### config.mk
export PLATFORM = sky130hd
export DESIGN_NAME = vfpu_engine
export DESIGN_NICKNAME = d
export VERILOG_FILES = /design/src/rtl/vfpu_engine.sv
export SDC_FILE = /design/constraint.sdc
export NUM_CORES = 2
export LEC_CHECK = 0
export CORE_MARGIN = 3
export CORE_UTILIZATION = 45
export CTS_CLUSTER_SIZE = 24
export DETAILED_ROUTE_END_ITERATION = 10
export GPL_ROUTABILITY_DRIVEN = 0
export PLACE_DENSITY_LB_ADDON = 0.12
export REMOVE_ABC_BUFFERS = 1
export SLEW_MARGIN = 20
export SYNTH_ARGS = -nofsm -noshare
export SYNTH_HDL_FRONTEND = slang
export SYNTH_SLANG_ARGS = --single-unit
### constraint.sdc
create_clock -name clk_i -period 13.7 [get_ports clk_i]
set_clock_uncertainty 0.1 [all_clocks]
set_input_delay 2.055 -clock clk_i [delete_from_list [all_inputs] [get_ports clk_i]]
set_output_delay 2.055 -clock clk_i [all_outputs]
set_load 0.01 [all_outputs]
### src/rtl/vfpu_engine.sv
// vfpu_engine: joins operand streams A and B element-by-element and applies a
// 32-bit integer vector op (ADD/SUB/MUL/MIN/MAX). Results leave through a
// 2-stage stallable pipeline. Busy/done are reported to the control FSM.
// Optional: define VFPU_ENGINE_SAT_EN for saturating ADD/SUB and a sticky sat_o.
module vfpu_engine #(
    parameter int unsigned DATA_WIDTH = 32,
    parameter int unsigned LEN_WIDTH  = 16
) (
    input  logic                  clk_i,
    input  logic                  rst_i,
    input  logic                  clear_i,
    input  logic                  start_i,
    input  logic [2:0]            op_i,
    input  logic [LEN_WIDTH-1:0]  len_i,
    input  logic [DATA_WIDTH-1:0] a_data_i,
    input  logic                  a_valid_i,
    output logic                  a_ready_o,
    input  logic [DATA_WIDTH-1:0] b_data_i,
    input  logic                  b_valid_i,
    output logic                  b_ready_o,
    output logic [DATA_WIDTH-1:0] r_data_o,
    output logic                  r_valid_o,
    input  logic                  r_ready_i,
    output logic                  r_last_o,
    output logic                  busy_o,
    output logic                  done_o,
`ifdef VFPU_ENGINE_SAT_EN
    output logic                  sat_o,
`endif
    output logic [LEN_WIDTH-1:0]  cnt_o
);

    localparam int unsigned MSB = DATA_WIDTH - 1;
    localparam logic [2:0] OP_ADD = 3'd0;
    localparam logic [2:0] OP_SUB = 3'd1;
    localparam logic [2:0] OP_MUL = 3'd2;
    localparam logic [2:0] OP_MIN = 3'd3;
    localparam logic [2:0] OP_MAX = 3'd4;
`ifdef VFPU_ENGINE_SAT_EN
    localparam logic [DATA_WIDTH-1:0] SAT_MAX = {1'b0, {(DATA_WIDTH-1){1'b1}}};
    localparam logic [DATA_WIDTH-1:0] SAT_MIN = {1'b1, {(DATA_WIDTH-1){1'b0}}};
`endif

    typedef enum logic [1:0] {IDLE, RUN, DRAIN, DONE} state_t;

    state_t                state;
    logic [2:0]            op_q;
    logic [LEN_WIDTH-1:0]  len_q;
    logic [LEN_WIDTH-1:0]  in_cnt;
    logic [LEN_WIDTH-1:0]  in_cnt_nxt;
    logic [LEN_WIDTH-1:0]  cnt;
    logic                  done_q;
    logic                  s1_valid, s1_last;
    logic [DATA_WIDTH-1:0] s1_a, s1_b;
    logic [2:0]            s1_op;
    logic                  s2_valid, s2_last;
    logic [DATA_WIDTH-1:0] s2_data;
    logic                  s1_accept, s2_accept, fire;
    logic [DATA_WIDTH-1:0] sum, diff, prod, alu_res;
`ifdef VFPU_ENGINE_SAT_EN
    logic                  sat_hit, sat_q;
`endif

    assign s2_accept  = !s2_valid | r_ready_i;
    assign s1_accept  = !s1_valid | s2_accept;
    assign fire       = (state == RUN) & s1_accept & a_valid_i & b_valid_i;
    assign in_cnt_nxt = LEN_WIDTH'(in_cnt + 1'b1);

    assign a_ready_o = fire;
    assign b_ready_o = fire;
    assign r_data_o  = s2_data;
    assign r_valid_o = s2_valid;
    assign r_last_o  = s2_valid & s2_last;
    assign busy_o    = (state != IDLE);
    assign done_o    = done_q;
    assign cnt_o     = cnt;
`ifdef VFPU_ENGINE_SAT_EN
    assign sat_o     = sat_q;
`endif

    // Stage-2 ALU; the low half of a product is identical for signed and unsigned operands.
    always_comb begin
        sum     = s1_a + s1_b;
        diff    = s1_a - s1_b;
        prod    = DATA_WIDTH'(s1_a * s1_b);
        alu_res = sum;
`ifdef VFPU_ENGINE_SAT_EN
        sat_hit = 1'b0;
`endif
        case (s1_op)
            OP_SUB: begin
                alu_res = diff;
`ifdef VFPU_ENGINE_SAT_EN
                if ((s1_a[MSB] != s1_b[MSB]) && (diff[MSB] != s1_a[MSB])) begin
                    alu_res = s1_a[MSB] ? SAT_MIN : SAT_MAX;
                    sat_hit = 1'b1;
                end
`endif
            end
            OP_MUL: alu_res = prod;
            OP_MIN: alu_res = ($signed(s1_a) < $signed(s1_b)) ? s1_a : s1_b;
            OP_MAX: alu_res = ($signed(s1_a) < $signed(s1_b)) ? s1_b : s1_a;
            default: begin
                alu_res = sum;
`ifdef VFPU_ENGINE_SAT_EN
                if ((s1_a[MSB] == s1_b[MSB]) && (sum[MSB] != s1_a[MSB])) begin
                    alu_res = s1_a[MSB] ? SAT_MIN : SAT_MAX;
                    sat_hit = 1'b1;
                end
`endif
            end
        endcase
    end

    // Stage-1 operand capture; payload needs no reset since s1_valid qualifies it.
    always_ff @(posedge clk_i) begin
        if (fire) begin
            s1_a  <= a_data_i;
            s1_b  <= b_data_i;
            s1_op <= op_q;
        end
    end

    // Control FSM, pipeline valids, counters and registered status.
    always_ff @(posedge clk_i or posedge rst_i) begin
        if (rst_i) begin
            state    <= IDLE;
            op_q     <= OP_ADD;
            len_q    <= '0;
            in_cnt   <= '0;
            cnt      <= '0;
            done_q   <= 1'b0;
            s1_valid <= 1'b0;
            s1_last  <= 1'b0;
            s2_valid <= 1'b0;
            s2_last  <= 1'b0;
            s2_data  <= '0;
`ifdef VFPU_ENGINE_SAT_EN
            sat_q    <= 1'b0;
`endif
        end else if (clear_i) begin
            state    <= IDLE;
            op_q     <= OP_ADD;
            len_q    <= '0;
            in_cnt   <= '0;
            cnt      <= '0;
            done_q   <= 1'b0;
            s1_valid <= 1'b0;
            s1_last  <= 1'b0;
            s2_valid <= 1'b0;
            s2_last  <= 1'b0;
            s2_data  <= '0;
`ifdef VFPU_ENGINE_SAT_EN
            sat_q    <= 1'b0;
`endif
        end else begin
            done_q <= 1'b0;
            if (s1_accept) begin
                s1_valid <= fire;
                if (fire) s1_last <= (in_cnt_nxt == len_q);
            end
            if (s2_accept) begin
                s2_valid <= s1_valid;
                s2_last  <= s1_last;
                if (s1_valid) s2_data <= alu_res;
`ifdef VFPU_ENGINE_SAT_EN
                if (s1_valid && sat_hit) sat_q <= 1'b1;
`endif
            end
            if (s2_valid && r_ready_i) cnt <= LEN_WIDTH'(cnt + 1'b1);
            case (state)
                IDLE: if (start_i) begin
                    op_q   <= op_i;
                    len_q  <= len_i;
                    in_cnt <= '0;
                    cnt    <= '0;
`ifdef VFPU_ENGINE_SAT_EN
                    sat_q  <= 1'b0;
`endif
                    if (len_i == '0) begin
                        state  <= DONE;
                        done_q <= 1'b1;
                    end else begin
                        state  <= RUN;
                    end
                end
                RUN: if (fire) begin
                    in_cnt <= in_cnt_nxt;
                    if (in_cnt_nxt == len_q) state <= DRAIN;
                end
                DRAIN: if (s2_valid && s2_last && r_ready_i) begin
                    state  <= DONE;
                    done_q <= 1'b1;
                end
                DONE:    state <= IDLE;
                default: state <= IDLE;
            endcase
        end
    end

endmodule

# == Yosys cells after proc, flatten, opt, wreduce, memory -nomap -nowiden ==
# Cells that the tools add are included.
# word_totals
regBits,157
input_bits,90
out_inout_bits,54
elab_cells,99
# classes
addsub,4
multipliers,1
n_lt_le_gt_ge,1
eq_ne,12
n_mux,41
n_bitwise,6
reduce_logical,20
# ops
operator,count
$mux 16,10
$mux 32,5
$pmux 32 s4,1
$add 16x1->16 const B,2
$add 32x32->32,1
$lt 32x32->1,1
$mul 32x32->32,1
$pmux 16 s2,1
$sub 32x32->32,1
$eq 16x16->1,1
$logic_not 16->1,1
$reduce_bool 2->1,7
$mux 1,13
$mux 2,6
$mux 3,3
$ne 3x3->1 const B,3
$pmux 2 s4,1
$eq 3x2->1 const B,2
$reduce_and 2->1,3
$and 1x1->1,4
$eq 2x2->1 const B,2
$reduce_and 4->1,1
$eq 3x1->1 const B,1
$eq 3x3->1 const B,1
other kinds (9),13

# == Logic depth before layout (Yosys ltp) ==
# logic_depth
ltp_word,9
depth_mapped,28
ltp_nobuf,26

# == Least setup slack after synthesis ==
# No wires, ideal clock.
# synth_timing
path_kind,reg2reg
from,register s1_a[12]
to,"register s2_data[24], in the netlist r_data_o[24]"
setup_time_ns,0.122
arrival_time_ns,7.220
t_required_ns,13.478
setup_slack_ns,6.259
path_stages_with_launch,26
path_buffers,2
synth_period_minus_slack_ns,7.441
path_cell_list,edfxtp_1 clkbuf_1 clkbuf_1 and2_1 fa_1 fa_1 fa_1 inv_1 fa_1 inv_1 fa_1 inv_1 fa_1 inv_1 fa_1 fa_1 ha_1 a21o_1 a21o_1 a221o_1 a221o_1 or3_1 nand3_1 o211ai_1 a221o_1 a32o_1
# synth_between
elab_chain_cells,6
word_cells_on_any_way,10
classes_between,2 x add/sub; 1 x mul; 1 x order compare; 6 x mux
# synth_lines
element,line_no,rtl
start: declaration,54,"logic [DATA_WIDTH-1:0] s1_a, s1_b;"
start signal: assignment,118,s1_a <= a_data_i;
"parallel branches: the longest is 2 deep, another holds $mul 32x32->32",n/a,
$pmux 32 s4 (*),90,case (s1_op)
$mux 32 (*),165,if (s1_valid) s2_data <= alu_res;
$mux 32 (*),162,if (s2_accept) begin
$mux 32 (*),141,end else if (clear_i) begin
end signal: assignment,165,
end: declaration,57,logic [DATA_WIDTH-1:0] s2_data;
# Mark *: on every way between the ends. The select of a mux whose other input is x is not followed.
# A chain may end at the register's enable or synchronous reset.

# == Final worst setup path ==
# layout_timing
from,register s1_b[7]
to,"register s2_data[28], in the netlist r_data_o[28]"
# layout_between
elab_chain_cells,6
word_cells_on_any_way,10
classes_between,2 x add/sub; 1 x mul; 1 x order compare; 6 x mux
# layout_lines
element,line_no,rtl
start: declaration,54,
start signal: assignment,119,s1_b <= b_data_i;
"parallel branches: the longest is 2 deep, another holds $mul 32x32->32",n/a,
$pmux 32 s4 (*),90,
$mux 32 (*),165,
$mux 32 (*),162,
$mux 32 (*),141,
# Marked as above.

==> impl_results.md <==
* Status: finished, final reports clean
* Fill cell instance count of the final layout at 5,622
* Routed WL at 88,980 um
* Total iterations of the first detailed-routing run at 6
* Synthesized instance count at 2,946
* Later-pin clock latency in the skew report at 0.51 ns
* Number of synthesis warnings at 0
* Max Slew Vio Count at 0
* Initial Util at 45.57%
* Reg2reg path depth at 21
* Critical path class: reg -> reg
* Die height at 248.2 um
* Chip Width at 248.2 um
* Placed Cells at 3,736
* Area delta synth->final at 10.15%
* CP max stage delay at 1.04 ns
* Required time worst endpoint at 13.96 ns
* Min Tclk post-route at 8.416 ns
* CP dominant cell by count: fa_1
* Hold path cells at 0
* CP arrival at 8.67 ns
* First-pass GRT wire length at 137,500 um
* I/O pin count at 144
* Clk slew on worst S/H paths at 0.08 ns
* Final period util at 61.43%
* Die area at 61,590 um^2
* Post-synth EDFFs at 67
* Setup Fix Bufs, Post-CTS at 0
* Fin nets at 3,682
* Register bit total from synthesis at 157
* Worst setup SP type: flip-flop
* Critical path endpoint category: flip-flop
* Buffers on Ports at 143
* Number of vias per cell at 5.773
* Avg WL per Cell at 23.60 um
* Total area of multi-input combinational cells at 19,800 um^2
* F_max at 118.8 MHz
* Max-cap viol count at 0
* DRC violation count after routing at 0
* Vias in the first global route at 22,920
* Vias at 21,770
* GRT overflow at 0
* Synth Cell Area at 26,390 um^2
* Final setup fails at 0
* Iter 0 DRT Violations at 1,841
* Top cells by area, synth: fa_1 31%, ha_1 9.1%, dfrtp_1 8.5%
* Register area at 4264 um^2
* Non-Filler Instances at 3,771
* Design Area, Final at 29,070 um^2
* RSZ-0062 raised after global routing: no
* CTS tree: built
* Final Hold Vio Count at 0
* H-tree depth at 4
* Hold Buf Count CTS at 0
* Post-synth top flop: dfrtp_1
* Count leader, synth: inv_1
* Detail Route Antenna Nets at 0
* Max Fanout on Critical Path at 26
* Avg Cell Area, Syn at 8.959 um^2
* Row cnt at 88
* Top cells by count, synth: 453 x inv_1, 410 x fa_1, 345 x nand2_1
* Distinct cells, synth at 83
* Least-Margin Pin Slew at 1.144 ns
* HP Class: reg -> reg
* Fraction of registers with async set/reset at 57.32%
* Crit path max-delay cell type: edfxtp_1
* Worst path cell trace: ha_1 -> fa_1 -> fa_1 -> fa_1 -> inv_1 -> fa_1 -> inv_1 -> ha_1 -> ha_1 -> fa_1 -> fa_1 -> ha_1 -> and4_1 -> and3_1 -> a2111oi_0 -> a21oi_1 -> o21ai_1 -> a21oi_1 -> a31o_2 -> a221oi_1 -> a21boi_1
* Cts repair resizes at 0
* Synth top area share at 31.10%
* Cell family contributing the most delay on the critical path: adder cells
* Initial antenna violation count at 2
* All-layer global routing usage at 29.84%
* Core Area at 57,920 um^2
* Ratio of cells with drive above 1 in the final layout at 3.296%
* Clock Sinks at 157
* Clock root cell: clkbuf_16
* TritonCTS buffer count at 17
* Relative slew slack at 21.73%
* Placed instance area at 28,460 um^2
* R2R Setup Slk at 5.28 ns
* Setup TNS at 0 ns
* Cell taking the most area after synthesis: fa_1
* Pin count of the biggest net entering global routing at 57
* Seq/Total Area, Yosys at 16.16%
* CTS Buffer Depth at 2
* Post-DP HPWL at 65,580 um
* Stages on the worst setup path at 21
* Buf/Inv on CP at 2
[worst paths after layout]
check	start	endpoint
worst max-delay path	s1_b[7]$_DFFE_PP_	r_data_o[28]$_DFFE_PP0P_
worst min-delay path	op_q[1]$_DFFE_PP0P_	s1_op[1]$_DFFE_PP_
worst max register to register	s1_b[7]$_DFFE_PP_	r_data_o[28]$_DFFE_PP0P_
worst min register to register	op_q[1]$_DFFE_PP0P_	s1_op[1]$_DFFE_PP_
max in group asynchronous	rst_i	r_data_o[28]$_DFFE_PP0P_
min in group asynchronous	rst_i	cnt_o[9]$_DFF_PP0_
[registers in the layout, summed over array words and instances (netlist names)]
signal and count:
cnt_o 16, done_o 1, s1_last 1, in_cnt 16
state 2, s1_a 32, len_q 16, s1_valid 1
s1_op 3, r_data_o 32, s2_last 1, r_valid_o 1
op_q 3, s1_b 32
[cell usage in the layout, fill, tap and decap left out, drive strengths merged, types with 18 or more instances in the layout]
cell	synthesis	final
and2	287	287
o31ai	18	18
ha	191	191
fa	410	410
nor2	138	138
buf	24	41
o21ai	125	125
a21oi	141	141
nand2b	19	19
xnor2	107	107
inv	457	461
clkbuf	133	19
a221oi	26	26
xor2	54	54
nand2	345	345
dfrtp	90	90
clkdlybuf4s50	0	142
nor3	20	20
nand3	33	33
edfxtp	67	67
[logic make-up after synthesis]
group,count (synthesis),share of synthesized area [%]
flops,157,16.16
mux,13,0.5452
compound gates,467,11.41
simple gates,929,17.39
fa+ha+maj,601,40.15
buf+inv,617,8.917
xor+xnor,162,5.428
[final cells by class]
cell class | instances | area share [%]
antenna | 2 | 0.01722
clock buffer | 19 | 1.489
clock inverter | 13 | 0.5294
inverter | 460 | 5.948
multi-input combinational | 2172 | 68.10
sequential | 157 | 14.67
tap | 765 | 3.293
timing repair buffer | 183 | 5.952
[stage by stage]
step | setup slack (ns) | hold WS (ns) | utilization, %
floorplan | 6.289 | 0.3248 | -
CTS | 5.453 | 0.3529 | 50.16
global placement | 5.622 | 0.3369 | 49.14
finish | 5.284 | 0.3566 | 50.19
global route | 4.999 | 0.3657 | 50.19
detailed placement | 5.505 | 0.3468 | 49.14
[per-layer routing]
layer,part of all wire [%],global-route usage [%],up-vias
met1,42,41.20,10980
li1,-,-,9494
met2,44,45.42,1055
met5,0,0,-
met4,4.9,12.54,0
met3,9.1,6.749,241
Power is left out: the tool's default activity adds up to more than one toggle a clock period on the data nets, which glitch-free logic cannot reach.
